File: src/rtl/mvm_pkg.sv
// Shared definitions for the matrix-vector engine: default geometry,
// X-loader state encoding and derived element count.
package mvm_pkg;

  localparam int unsigned DEF_DATA_W = 8;
  localparam int unsigned DEF_ROWS   = 8;
  localparam int unsigned DEF_COLS   = 4;
  localparam int unsigned X_ELEMS    = DEF_ROWS * DEF_COLS;

  typedef enum logic [1:0] {
    XL_IDLE,
    XL_LOAD,
    XL_DONE
  } xl_state_e;

endpackage

File: src/rtl/x_buffer.sv
// Column-major X operand store: one write port (index = col*ROWS + row),
// a combinational (row, col) read port and a synchronous clear.
module x_buffer
  import mvm_pkg::*;
#(
  parameter int unsigned DATA_W = DEF_DATA_W,
  parameter int unsigned ROWS   = DEF_ROWS,
  parameter int unsigned COLS   = DEF_COLS,
  parameter int unsigned CNT_W  = $clog2(ROWS * COLS)
) (
  input  logic                    clk,
  input  logic                    clr_i,
  input  logic                    wr_en_i,
  input  logic [CNT_W-1:0]        wr_idx_i,
  input  logic [DATA_W-1:0]       wr_data_i,
  input  logic [1:0]              rd_col_i,
  input  logic [$clog2(ROWS)-1:0] rd_row_i,
  output logic [DATA_W-1:0]       rd_data_o
);

  localparam int unsigned NELEM = ROWS * COLS;

  logic [DATA_W-1:0] mem_q [NELEM];
  logic [CNT_W-1:0]  rd_idx;

  // Storage: clear wins over a coincident write.
  always_ff @(posedge clk) begin
    if (clr_i) begin
      for (int unsigned i = 0; i < NELEM; i++) begin
        mem_q[i] <= '0;
      end
    end else if (wr_en_i) begin
      mem_q[wr_idx_i] <= wr_data_i;
    end
  end

  // Read port: column-major address decode, old data during a same-cycle write.
  always_comb begin
    rd_idx    = CNT_W'(rd_col_i) * CNT_W'(ROWS) + CNT_W'(rd_row_i);
    rd_data_o = mem_q[rd_idx];
  end

endmodule

File: src/rtl/x_input_loader.sv
// X operand input loader: accepts ROWS*COLS streamed elements while the
// controller holds input_load_en, then signals xload_done and serves the
// stored matrix on a combinational read port.
// Optional build macro XLOAD_PARITY_EN adds in_parity / sticky par_err.
module x_input_loader
  import mvm_pkg::*;
#(
  parameter int unsigned DATA_W = DEF_DATA_W,
  parameter int unsigned ROWS   = DEF_ROWS,
  parameter int unsigned COLS   = DEF_COLS,
  parameter int unsigned CNT_W  = $clog2(ROWS * COLS)
) (
  input  logic                    clk,
  input  logic                    rst,
  input  logic                    input_load_en,
  input  logic [DATA_W-1:0]       in_data,
  input  logic                    in_valid,
  output logic                    in_ready,
  output logic                    xload_done,
  input  logic [1:0]              rd_col,
  input  logic [$clog2(ROWS)-1:0] rd_row,
  output logic [DATA_W-1:0]       rd_data
`ifdef XLOAD_PARITY_EN
  ,
  input  logic                    in_parity,
  output logic                    par_err
`endif
);

  localparam int unsigned NELEM = ROWS * COLS;

  xl_state_e        state_q, state_d;
  logic [CNT_W-1:0] cnt_q, cnt_d;
  logic             wr_en;
  logic             last_beat;

  // State and element counter registers.
  always_ff @(posedge clk) begin
    if (rst) begin
      state_q <= XL_IDLE;
      cnt_q   <= '0;
    end else begin
      state_q <= state_d;
      cnt_q   <= cnt_d;
    end
  end

  // Next-state, counter and write-enable decode; abort wins the transition
  // but a coincident beat is still written.
  always_comb begin
    state_d   = state_q;
    cnt_d     = cnt_q;
    wr_en     = 1'b0;
    last_beat = (cnt_q == CNT_W'(NELEM - 1));
    case (state_q)
      XL_IDLE: begin
        if (input_load_en) begin
          state_d = XL_LOAD;
          cnt_d   = '0;
        end
      end
      XL_LOAD: begin
        if (in_valid) begin
          wr_en = 1'b1;
          cnt_d = last_beat ? '0 : cnt_q + CNT_W'(1);
        end
        if (!input_load_en) begin
          state_d = XL_IDLE;
          cnt_d   = '0;
        end else if (in_valid && last_beat) begin
          state_d = XL_DONE;
        end
      end
      XL_DONE: begin
        if (!input_load_en) begin
          state_d = XL_IDLE;
        end
      end
      default: begin
        state_d = XL_IDLE;
        cnt_d   = '0;
      end
    endcase
  end

  assign in_ready   = (state_q == XL_LOAD);
  assign xload_done = (state_q == XL_DONE);

  x_buffer #(
    .DATA_W (DATA_W),
    .ROWS   (ROWS),
    .COLS   (COLS),
    .CNT_W  (CNT_W)
  ) u_x_buffer (
    .clk       (clk),
    .clr_i     (rst),
    .wr_en_i   (wr_en),
    .wr_idx_i  (cnt_q),
    .wr_data_i (in_data),
    .rd_col_i  (rd_col),
    .rd_row_i  (rd_row),
    .rd_data_o (rd_data)
  );

`ifdef XLOAD_PARITY_EN
  logic par_err_q, par_err_d;

  // Sticky parity error: cleared when a new load starts, set by any
  // accepted beat whose even-parity bit disagrees with the data.
  always_comb begin
    par_err_d = par_err_q;
    if ((state_q == XL_IDLE) && input_load_en) begin
      par_err_d = 1'b0;
    end else if (wr_en && (in_parity != (^in_data))) begin
      par_err_d = 1'b1;
    end
  end

  // Parity error flag register.
  always_ff @(posedge clk) begin
    if (rst) begin
      par_err_q <= 1'b0;
    end else begin
      par_err_q <= par_err_d;
    end
  end

  assign par_err = par_err_q;
`endif

endmodule

File: config.mk
export PLATFORM = sky130hd
export DESIGN_NAME = x_input_loader
export DESIGN_NICKNAME = d
export VERILOG_FILES = /design/src/rtl/mvm_pkg.sv /design/src/rtl/x_buffer.sv /design/src/rtl/x_input_loader.sv
export SDC_FILE = /design/constraint.sdc
export NUM_CORES = 1
export LEC_CHECK = 0
export CORE_ASPECT_RATIO = 0.9
export CORE_MARGIN = 8
export CORE_UTILIZATION = 56
export CTS_CLUSTER_SIZE = 30
export DETAILED_ROUTE_END_ITERATION = 6
export GPL_ROUTABILITY_DRIVEN = 0
export GPL_TIMING_DRIVEN = 0
export HOLD_SLACK_MARGIN = 0.05
export PLACE_DENSITY = 0.85
export SLEW_MARGIN = 5
export SYNTH_ARGS = -nofsm -noshare
export SYNTH_HDL_FRONTEND = slang
export SYNTH_SLANG_ARGS = --single-unit
File: constraint.sdc
create_clock -name clk -period 2 [get_ports clk]
set_input_delay 0.2 -clock clk [delete_from_list [all_inputs] [get_ports clk]]
set_output_delay 0.2 -clock clk [all_outputs]
set_load 0.01 [all_outputs]
# --- Word level (Yosys, flattened, before mapping) ---
# Memories as Yosys holds them, arrays and structs flattened.
# Index checks and enable logic that the tools add are counted.
# Widths: inputs -> output; s select.
word_totals:
  reg_bits: 7
  ram_bits: 256
  inputBits: 17
  output_inout_bits: 10
  wordCells: 38
  n_memories: 1
op_classes:
  n_addsub: 2
  n_eq_ne: 7
  mux: 20
  bitwise: 1
  reduce_logical: 5
memory_table:
  columns: ["memory", "words", "word_bits", "read_ports", "rd_clocked_by_memory_dff", "write_ports", "line", "rtl"]
  rows:
  - ["u_x_buffer.mem_q", 32, 8, 1, 0, 32, "x_buffer.sv:23", "logic [DATA_W-1:0] mem_q [NELEM];"]
ops:
  columns: ["operator", "count"]
  rows:
  - ["$mux 5", 5]
  - ["$pmux 5 s3", 1]
  - ["$mux 1", 8]
  - ["$mux 2", 4]
  - ["$mux 8", 1]
  - ["$reduce_or 8->1", 1]
  - ["$pmux 2 s3", 1]
  - ["$reduce_and 3->1", 2]
  - ["$add 5x1->5 const B", 1]
  - ["$add 5x3->5", 1]
  - ["$eq 5x5->1 const B", 1]
  - ["$ne 2x2->1 const B", 2]
  - ["$ne 3x2->1 const B", 1]
  - ["$ne 3x3->1 const B", 1]
  - ["$eq 2x1->1 const B", 1]
  - ["$eq 2x2->1 const B", 1]
  - ["$logic_not 2->1", 1]
  - ["$logic_and 1x1->1", 1]
  - ["$not 1->1", 1]

# --- Depth between registers and ports, before layout ---
depth:
  word_depth: 7
  mapped_depth: 7
  mapped_depth_nobuf: 7

# --- Modules after synthesis ---
# From an unflattened synthesis, not the netlist that was laid out.
unflattened:
  cells_unflattened: 764
  area_unflattened_um2: 12192.9
modules_own_cells:
  columns: ["module", "n_inst", "cells_each", "area_each_um2", "seq_area_each_um2"]
  rows:
  - ["x_buffer", 1, 725, 11817.6, 7687.4]
  - ["x_input_loader", 1, 39, 375.4, 140.1]

# --- Least setup slack after synthesis ---
# Ideal clock, no wire load.
synth_timing:
  kind: "input to output"
  start: "input rd_row[2]"
  end: "output rd_data[0]"
  arrival_time_ps: 1922
  t_required_ps: 1800
  slack_ps: -122
  stages: 5
  path_buffers: 2
  path_cell_list: "clkbuf_1 -> buf_1 -> mux4_2 -> mux4_2 -> mux2_2"
synth_via:
  elab_chain_cells: 2
synth_rtl:
  columns: ["element", "line", "rtl"]
  rows:
  - ["start, declared", "x_input_loader.sv:21", "input logic [$clog2(ROWS)-1:0] rd_row,"]
  - ["$add 5x3->5", "x_buffer.sv:39", "rd_idx = CNT_W'(rd_col_i) * CNT_W'(ROWS) + CNT_W'(rd_row_i);"]
  - ["$mem_v2 32x8", null, null]
  - ["end, declared", "x_input_loader.sv:22", "output logic [DATA_W-1:0] rd_data"]
# No other way between the ends.

# --- Final worst setup path ---
layout_timing:
  start: "memory u_x_buffer.mem_q[22][2] (netlist bit)"
  end: "output rd_data[2]"
layout_via:
  elab_chain_cells: 1
layout_rtl:
  columns: ["element", "line"]
  rows:
  - ["start, declared", "x_buffer.sv:23"]
  - ["$mem_v2 32x8", null]
# No other way between the ends.

==> summary.txt <==
initial core utilization: 0.5671
critical path arrival: 2.40 ns
placed cells: 1083
post-route insts no fill: 1140
finished layout cell area: 0.01410 mm²
Core Area: 0.02150 mm²
Via Count: 7091
Boundary Pins: 27
dominant cell type by area after synthesis: edfxtp_1
setup repair after global routing missed its margin: true
Max Freq: 384.2 MHz
Async SR Flop Fraction: 0
Yosys warnings: 0
Worst Setup End Kind: output pin
hold depth: 2
# rows: 51
Final Skew: 0.01556 ns
share of the synthesized area in the top cell type: 0.6303
CTS max path bufs: 3
first-pass GRT wire length: 45450 µm
clock-pin slew on the worst setup and hold paths: 0.06 ns
Syn Nets: 793
post-synthesis sequential element count: 263
critical path required time: 1.80 ns
Pwr Total: 12.36 mW
largest net degree at the start of global routing: 16
initial antenna violation count: 3
layout net count: 851
cell count after synthesis: 771
CTS tree: built
Critical Path Most Common Cell: mux4_2
crit-path max FO: 1
critical path's top delay family: multiplexers
Cell Area, Placed: 0.01278 mm²
Port Buf Inserts: 21
Worst Tran Pin Value: 0.8172 ns
final worst path period need: 2.603 ns
Worst Setup SP: u_x_buffer.mem_q[22][2]$_SDFFCE_PN0P_
Die Width: 171.6 µm
cts hold-fix bufs: 0
n_diodes: 0
PwrDens: 876.9 mW/mm²
DR pass1 iterations: 5
1st-iter DRT viols: 1029
root buffer cell: clkbuf_16
period utilization: 1.301
H-tree depth: 1
kind of path behind the tightest hold check: in2reg
largest stage delay on the critical path: 0.57 ns
Top FF cell, synth: edfxtp_1
post-route ant nets: 0
final setup fails: 8
VDD IR max: 0.7154 mV
clock latency on the worst-skew pair: 0.53 ns
DP Worst Slack: -1.177 ns
register area share after synthesis: 0.6418
Max-Cap Viols: 0
die area: 0.02676 mm²
Worst Hold Endpoint: state_q[1]$_SDFFE_PP0P_
Vias/cell: 6.220
gr ovfl total: 0
Buf+Inv Stages, Crit Path: 1
Area Growth Syn to Fin: 15.58%
relative slew slack: 0.4552
WL per Instance: 27.11 µm
Mean Syn Cell Area: 15.82 µm²
dpl hpwl: 20610 µm
failing checks: setup timing
critical setup path kind: reg2out
end of the worst register-to-register path: u_x_buffer.mem_q[16][1]$_SDFFCE_PN0P_
GRT Total Usage: 0.2352
HP Start: input_load_en
layout cell share with drive strength beyond 1: 0.2792
Critical Path Start Type: flip-flop
Synth area leaders: edfxtp_1, mux4_2, and2_1, or2_2, nor2_1
worst r2r src: state_q[1]$_SDFFE_PP0P_
worst hold margin: 0.3426 ns
Reg2Reg Depth: 5
CTS Buf Count: 26
Post-synth EDFFs: 256
final worst slack: -0.6027 ns
Fin. Hold Viols: 0
vias in the first global route: 7195
Max Slew Vio Count: 0
worst path cell trace: mux4_2 -> mux4_2 -> mux2_4 -> buf_6
DRC Markers: 0
drt total wl: 30900 µm
clk sinks: 263
outcome: finished, violations left
Vert. Die Dim: 156 µm
reg2reg setup slack: 0.04 ns
Synth Cell Area: 0.01220 mm²
Cell variety after synth: 33
Lkg Pwr: 5.007 nW
critical path's slowest cell: mux4_2
## layer usage
metal	vias up	global-route usage	part of all wire
li1	2961	-	-
met1	3574	0.3141	0.37
met4	2	0.07571	0.033
met2	474	0.3801	0.48
met3	80	0.05110	0.12
met5	-	0	0.00029
## repair_timing
item | 4_1_cts | 5_1_grt
gates resized for setup | 120 | 20
gates cloned | 0 | 0
setup buffers | 9 | 2
pin swaps | 9 | 2
endpoints found under the setup margin | 521 | 181
## registers in the layout, summed over array words and instances, names as in the netlist
| signal | flops |
|---|---|
| cnt_q | 5 |
| state_q | 2 |
| u_x_buffer.mem_q | 256 |
## worst max path at each step
stage                                            to  slack [ns]  depth (start not counted)
6_report                                 rd_data[2]       -0.60                          4
5_1_grt                                  rd_data[1]       -0.62                          4
4_1_cts                                  rd_data[0]       -0.60                          4
3_3_place_gp   u_x_buffer.mem_q[2][1]$_SDFFCE_PN0P_       -1.17                          5
3_5_place_dp   u_x_buffer.mem_q[3][1]$_SDFFCE_PN0P_       -1.18                          5
2_1_floorplan                            rd_data[0]        0.01                          5
## cells in the mapped netlist (5+ instances only)
master	count
edfxtp_1	256
dfxtp_1	7
buf_4	6
ha_1	5
mux2_2	8
nor2_1	38
nand2_1	7
or2_2	33
and2_1	256
mux4_2	80
clkbuf_1	34
buf_1	8
## per-stage QoR
step | setup TNS, ns | utilization
5_1_grt | -4.856 | 0.6555
4_1_cts | -4.689 | 0.6515
3_5_place_dp | -473.26 | 0.5945
6_report | -4.663 | 0.6555
2_1_floorplan | 0 | -
3_3_place_gp | -474.08 | 0.5945
## power by group
group	internal (mW)	total, mW	switching [mW]
sequential	6.24	6.31	0.0742
clock	3.06	5.08	2.03
combinational	0.419	0.967	0.548
## worst register-to-register path, stage by stage, from the launching register on
cell,delay (ns)
dfxtp_2,0.36
nor4bb_4,0.29
buf_4,0.22
nand2_4,0.22
nor2_4,0.28
or2_2,0.29
## kinds of logic after synthesis
group	after synthesis	share of synthesized area
AO/OA/AOI/OAI	7	0.003898
flip-flops	263	0.6418
buffers and inverters	53	0.01888
multiplexers	89	0.1559
AND/OR/NAND/NOR	351	0.1722
XOR/XNOR	3	0.002155
adder cells (fa/ha/maj)	5	0.005130
## final cells by class
type                       instances  area (µm²)
sequential                       263        7830
fill                            1421        7408
multi-input combinational        455        4493
clock buffer                      36       729.5
tap                              291       364.1
timing repair buffer              32       289.0
buffer                            48       222.7
clock inverter                    12       156.4
inverter                           3       11.26
## placed cells by master (no fill, tap or decap), types with 4 or more instances in the layout
master,count
and2_1,256
buf_2,8
buf_4,17
buf_6,7
bufinv_16,4
clkbuf_1,35
clkbuf_16,27
clkbuf_2,4
clkdlybuf4s50_1,12
clkinv_1,5
dfxtp_1,5
edfxtp_1,256
ha_1,5
mux2_4,6
mux4_2,80
nand2_4,4
nor2_1,6
nor2_4,31
or2_2,21
or2_4,12
Note: power is estimated with default switching activity, not from simulation.
